[config.mk]
export PLATFORM = sky130hd
export DESIGN_NAME = multicycle_control
export DESIGN_NICKNAME = d
export VERILOG_FILES = /design/src/rtl/multicycle_control.sv
export SDC_FILE = /design/constraint.sdc
export NUM_CORES = 1
export LEC_CHECK = 0
export BUFFER_PORTS_ARGS = -buffer_cell sky130_fd_sc_hd__buf_2
export CAP_MARGIN = 15
export CELL_PAD_IN_SITES_DETAIL_PLACEMENT = 0
export CELL_PAD_IN_SITES_GLOBAL_PLACEMENT = 1
export CORE_UTILIZATION = 35
export CTS_BUF_LIST = sky130_fd_sc_hd__clkbuf_4 sky130_fd_sc_hd__clkbuf_8
export CTS_CLUSTER_DIAMETER = 100
export DETAILED_ROUTE_END_ITERATION = 16
export PLACE_DENSITY_LB_ADDON = 0.3
export SLEW_MARGIN = 30
export SYNTH_ARGS = -nofsm -noshare
export SYNTH_HDL_FRONTEND = slang
export SYNTH_SLANG_ARGS = --single-unit
[constraint.sdc]
create_clock -name Clk -period 1.7 [get_ports Clk]
set_input_delay 0.085 -clock Clk [delete_from_list [all_inputs] [get_ports Clk]]
set_output_delay 0.085 -clock Clk [all_outputs]
set_load 0.01 [all_outputs]
[src/rtl/multicycle_control.sv]
// Multi-cycle main control FSM with variable-latency memory handshake, timeout halt and
// retire counter. Define ILLEGAL_TRAP_EN to trap opcodes with non-zero extension bits.
module multicycle_control #(
   parameter int unsigned OP_W   = 2,
   parameter int unsigned MEM_TO = 15,
   parameter int unsigned CNT_W  = 16
) (
   input  logic             Clk,
   input  logic             Clear,
   input  logic [OP_W-1:0]  op,
   input  logic             zero,
   input  logic             mem_ready,
   output logic             mem_req,
   output logic             IorD,
   output logic             IRWrite,
   output logic             PCWrite,
   output logic             RegDst,
   output logic             RegWrite,
   output logic             ALUSrc,
   output logic             Branch,
   output logic             MemRead,
   output logic             MemWrite,
   output logic             MemtoReg,
   output logic [1:0]       ALUOp,
   output logic             retire,
   output logic [CNT_W-1:0] instr_count,
   output logic             halted,
   output logic             mem_err,
   output logic             illegal
);

   localparam int unsigned WaitW  = (MEM_TO > 1) ? $clog2(MEM_TO) : 1;
   localparam int unsigned ToLast = (MEM_TO > 0) ? MEM_TO - 1 : 0;

   typedef enum logic [3:0] {
      StRst, StFetch, StDecode, StExecR, StWbR, StAddr,
      StMemRd, StWbMem, StMemWr, StBranch, StHalt
   } state_e;

   state_e             state_q, state_d;
   logic [1:0]         op_q, op_d;
   logic [WaitW-1:0]   wait_q, wait_d;
   logic [CNT_W-1:0]   cnt_q, cnt_d;
   logic               mem_err_q, mem_err_d;
   logic               mem_wait;

`ifdef ILLEGAL_TRAP_EN
   logic illegal_q, illegal_d;
   assign illegal = illegal_q;
`else
   logic unused_op_ext;
   assign unused_op_ext = |(op >> 2);
   assign illegal       = 1'b0;
`endif

   always_ff @(posedge Clk) begin
      if (Clear) begin
         state_q   <= StRst;
         op_q      <= '0;
         wait_q    <= '0;
         cnt_q     <= '0;
         mem_err_q <= 1'b0;
`ifdef ILLEGAL_TRAP_EN
         illegal_q <= 1'b0;
`endif
      end else begin
         state_q   <= state_d;
         op_q      <= op_d;
         wait_q    <= wait_d;
         cnt_q     <= cnt_d;
         mem_err_q <= mem_err_d;
`ifdef ILLEGAL_TRAP_EN
         illegal_q <= illegal_d;
`endif
      end
   end

   always_comb begin
      state_d   = state_q;
      op_d      = op_q;
      wait_d    = '0;
      cnt_d     = cnt_q;
      mem_err_d = mem_err_q;
`ifdef ILLEGAL_TRAP_EN
      illegal_d = illegal_q;
`endif
      mem_wait  = 1'b0;
      mem_req   = 1'b0;
      IorD      = 1'b0;
      IRWrite   = 1'b0;
      PCWrite   = 1'b0;
      RegDst    = 1'b0;
      RegWrite  = 1'b0;
      ALUSrc    = 1'b0;
      Branch    = 1'b0;
      MemRead   = 1'b0;
      MemWrite  = 1'b0;
      MemtoReg  = 1'b0;
      ALUOp     = 2'b00;
      retire    = 1'b0;
      halted    = 1'b0;

      case (state_q)
         StRst: state_d = StFetch;
         StFetch: begin
            mem_req = 1'b1;
            MemRead = 1'b1;
            if (mem_ready) begin
               IRWrite = 1'b1;
               PCWrite = 1'b1;
               state_d = StDecode;
            end else begin
               mem_wait = 1'b1;
            end
         end
         StDecode: begin
            op_d = op[1:0];
            case (op[1:0])
               2'b00:   state_d = StExecR;
               2'b11:   state_d = StBranch;
               default: state_d = StAddr;
            endcase
`ifdef ILLEGAL_TRAP_EN
            if ((op >> 2) != '0) begin
               illegal_d = 1'b1;
               state_d   = StHalt;
            end
`endif
         end
         StExecR: begin
            ALUOp   = 2'b10;
            state_d = StWbR;
         end
         StWbR: begin
            RegWrite = 1'b1;
            RegDst   = 1'b1;
            retire   = 1'b1;
            state_d  = StFetch;
         end
         StAddr: begin
            ALUSrc = 1'b1;
            if (op_q == 2'b01)      state_d = StMemRd;
            else if (op_q == 2'b10) state_d = StMemWr;
            else                    state_d = StFetch;
         end
         StMemRd: begin
            mem_req = 1'b1;
            MemRead = 1'b1;
            IorD    = 1'b1;
            if (mem_ready) state_d = StWbMem;
            else           mem_wait = 1'b1;
         end
         StWbMem: begin
            RegWrite = 1'b1;
            MemtoReg = 1'b1;
            retire   = 1'b1;
            state_d  = StFetch;
         end
         StMemWr: begin
            mem_req  = 1'b1;
            MemWrite = 1'b1;
            IorD     = 1'b1;
            if (mem_ready) begin
               retire  = 1'b1;
               state_d = StFetch;
            end else begin
               mem_wait = 1'b1;
            end
         end
         StBranch: begin
            Branch  = 1'b1;
            ALUOp   = 2'b01;
            PCWrite = zero;
            retire  = 1'b1;
            state_d = StFetch;
         end
         StHalt:  halted  = 1'b1;
         default: state_d = StRst;
      endcase

      // A ready in the limit cycle never reaches here, so it beats the timeout.
      if (mem_wait) begin
         if (MEM_TO > 0 && wait_q == WaitW'(ToLast)) begin
            mem_err_d = 1'b1;
            state_d   = StHalt;
         end else begin
            wait_d = wait_q + 1'b1;
         end
      end

      if (retire) cnt_d = cnt_q + 1'b1;
   end

   assign instr_count = cnt_q;
   assign mem_err     = mem_err_q;

endmodule

==> metrics.md <==
| Metric | Value |
|---|---|
| Number of global-route vias before repair | `1,369` |
| Die Height | `69.3 um` |
| I/O Buffers | `37` |
| Startpoint type of the worst setup path | `flop` |
| Mapped cell area | `1590 um2` |
| Gate Count Post-Synth | `199` |
| Synth top area share | `34.1%` |
| Power Density | `567 nW/um2` |
| Fill cells | `435` |
| Crit Path Category | `flop to flop` |
| Maxcap violations | `0` |
| Delay-heaviest family, CP | `compound AO/OA/AOI/OAI gates` |
| Post-route insts no fill | `305` |
| Area Overhead vs Synth | `31.4%` |
| Inserted Diodes | `0` |
| Largest area contributor in the netlist | `dfxtp_1` |
| EDFF count, synth | `0` |
| Vias/cell | `5.14` |
| Hold buffer count at CTS | `0` |
| Min Tclk post-route | `1.64 ns` |
| Multi-input gate area | `977 um2` |
| Die area | `4800 um2` |
| Clock tree sinks | `27` |
| Final TNS setup | `0 ns` |
| H-Tree Depth | `1` |
| Synth Net Count | `212` |
| Area contributors post-synth | `dfxtp_1 34%, a21oi_1 5.7%, ha_1 5.5%, nand2_1 3.6%, nor2_1 3.6%` |
| FFs w/ async S/R, synth | `0%` |
| Commonest non-fill, non-tap cell in the layout | `buf_2` |
| Number of synthesized register bits | `27` |
| CTS tree | `done` |
| Rows | `24` |
| Setup violations, final | `0` |
| Die width | `69.3 um` |
| Largest net degree at the start of global routing | `18` |
| Syn_area_per_cell | `7.97 um2` |
| Worst-path clk slew | `0.09 ns` |
| Tcrit/Tclk final | `96.4%` |
| Placed cell count | `297` |
| Max Slew Vio Count | `0` |
| WL final | `3.82 mm` |
| CTS Root Cell | `clkbuf_8` |
| Outcome | `finished, final reports clean` |
| Slowest CP cell | `o32a_1` |
| First-pass DRT Iterations | `4` |
| CP Capture Type | `flop` |
| Post-synthesis sequential area ratio | `34.1%` |
| Arrival @ worst endpoint | `1.85 ns` |
| Nets | `267` |
| FMAX | `610 MHz` |
| Via Count | `1,568` |
| Hpwl dp | `2.86 mm` |
| Initial Utilization | `36.4%` |
| Syn. warnings | `0` |
| WL/cell | `12.5 um` |
| Synth unique cells | `47` |
| Skew final | `0.00350 ns` |
| Total power | `1.18 mW` |
| Initial antenna violation count | `0` |
| Cells along the critical path | `ha_4, nand2b_1, o32a_1, buf_6, or3_4, a21oi_2` |
| Hold Vio Cnt, Final | `0` |
| Clk buf depth | `2` |
| CTS buffer count | `3` |
| Synth Flop Type | `dfxtp_1` |
| Clk_lat worst skew | `0.27 ns` |
| Layout cells sized above 1 | `34.8%` |
| Most frequent cells in the layout | `37 x buf_2, 25 x buf_4, 22 x dfxtp_1` |
| Buf/Inv on CP | `1` |
| Routability cong. | `0.827` |
| Slowest cell delay on critical path | `0.40 ns` |
| Fin Hold WS | `0.0951 ns` |
| Standby leakage power | `0.874 nW` |
| Register area | `552 um2` |
| Drt drc | `0` |
| Ports | `39` |
| Total Routing Usage GR | `16.3%` |
| WP data required | `1.91 ns` |
| CP Max Fanout | `6` |
| Core box area | `4350 um2` |
| First-pass GRT wire length | `6.47 mm` |
| Antenna Violating Nets Remaining | `0` |
| First DRT Iteration DRCs | `106` |
| Max IR drop VDD | `0.314 mV` |
| Worst hold path class | `primary input to flop` |
| Total congestion overflow | `0` |
==> worst paths after layout <==
check | cells after the start | to | slack (ns) | startpoint
setup / recovery | 6 | instr_count[4] | 0.06 | instr_count[1]
setup reg to reg | 6 | instr_count[4] | 0.06 | instr_count[1]
hold / removal | 3 | op_q[1] | 0.1 | op[1]
hold reg to reg | 2 | mem_err | 0.45 | mem_err
==> kinds of logic after synthesis <==
family | after synthesis | synth area share, %
other | 1 | 0.237
multiplexers | 3 | 1.97
flip-flops | 27 | 34.1
adder cells (fa/ha/maj) | 7 | 5.52
AO/OA/AOI/OAI | 50 | 20.6
buffers and inverters | 26 | 7.34
AND/OR/NAND/NOR | 79 | 26.9
XOR/XNOR | 6 | 3.32
==> sequential cells by signal (all words and copies together), names as in the netlist <==
signal       count
mem_err          1
op_q             2
instr_count     16
state_q          4
wait_q           4
==> cell usage after synthesis, types with 5 or more instances <==
cell type   n
clkbuf_1    6
buf_2       6
o31ai_1     5
a21oi_1    18
nand2b_1    7
o21ai_0     9
nor2_1     15
or4_1       5
nor3_1      7
inv_1      12
nand2_1    15
dfxtp_1    27
ha_1        7
or3_1       5
==> metal layers <==
metal | track usage [%] | share of wire, % | up-vias
li1 | - | - | 823
met5 | 0 | 0 | -
met1 | 24.0 | 52 | 710
met3 | 2.91 | 4.2 | 2
met2 | 24.1 | 43 | 33
met4 | 4.99 | 0.71 | 0
==> report_power, final <==
| part | internal (mW) | leakage, nW | switching, mW | total, mW |
|---|---|---|---|---|
| Sequential | 0.639 | 0.221 | 0.0116 | 0.650 |
| Combinational | 0.0721 | 0.627 | 0.0812 | 0.153 |
| Clock | 0.184 | 0.0262 | 0.194 | 0.378 |
| Total | 0.894 | 0.874 | 0.287 | 1.18 |
==> repair_timing <==
item,4_1_cts,5_1_grt
endpoints found under the setup margin,9,19
gates resized for setup,5,13
buffers inserted,0,4
pin swaps,0,4
==> final cells by class <==
class	instances	area share, %
Clock buffer	4	2.34
Inverter	12	2.16
Multi-Input combinational cell	146	46.9
Sequential cell	27	26.5
Tap cell	52	3.12
Timing Repair Buffer	64	19.0
==> metrics by stage <==
stage	util (%)	cell area (um2)	setup slack, ns
finish	47.8	2080	0.0612
global placement	44.5	1940	0.0266
CTS	45.9	2000	0.000235
detailed placement	44.5	1940	-0.0340
global route	47.8	2080	-0.00869
floorplan	-	1590	0.0116
==> worst min-delay path, delay by kind of cell <==
| family | cells | cell delay [ns] |
|---|---|---|
| mux | 1 | 0.07 |
| buf+inv | 1 | 0.10 |
| simple gates | 1 | 0.08 |
(Power assumes the default switching activity.)
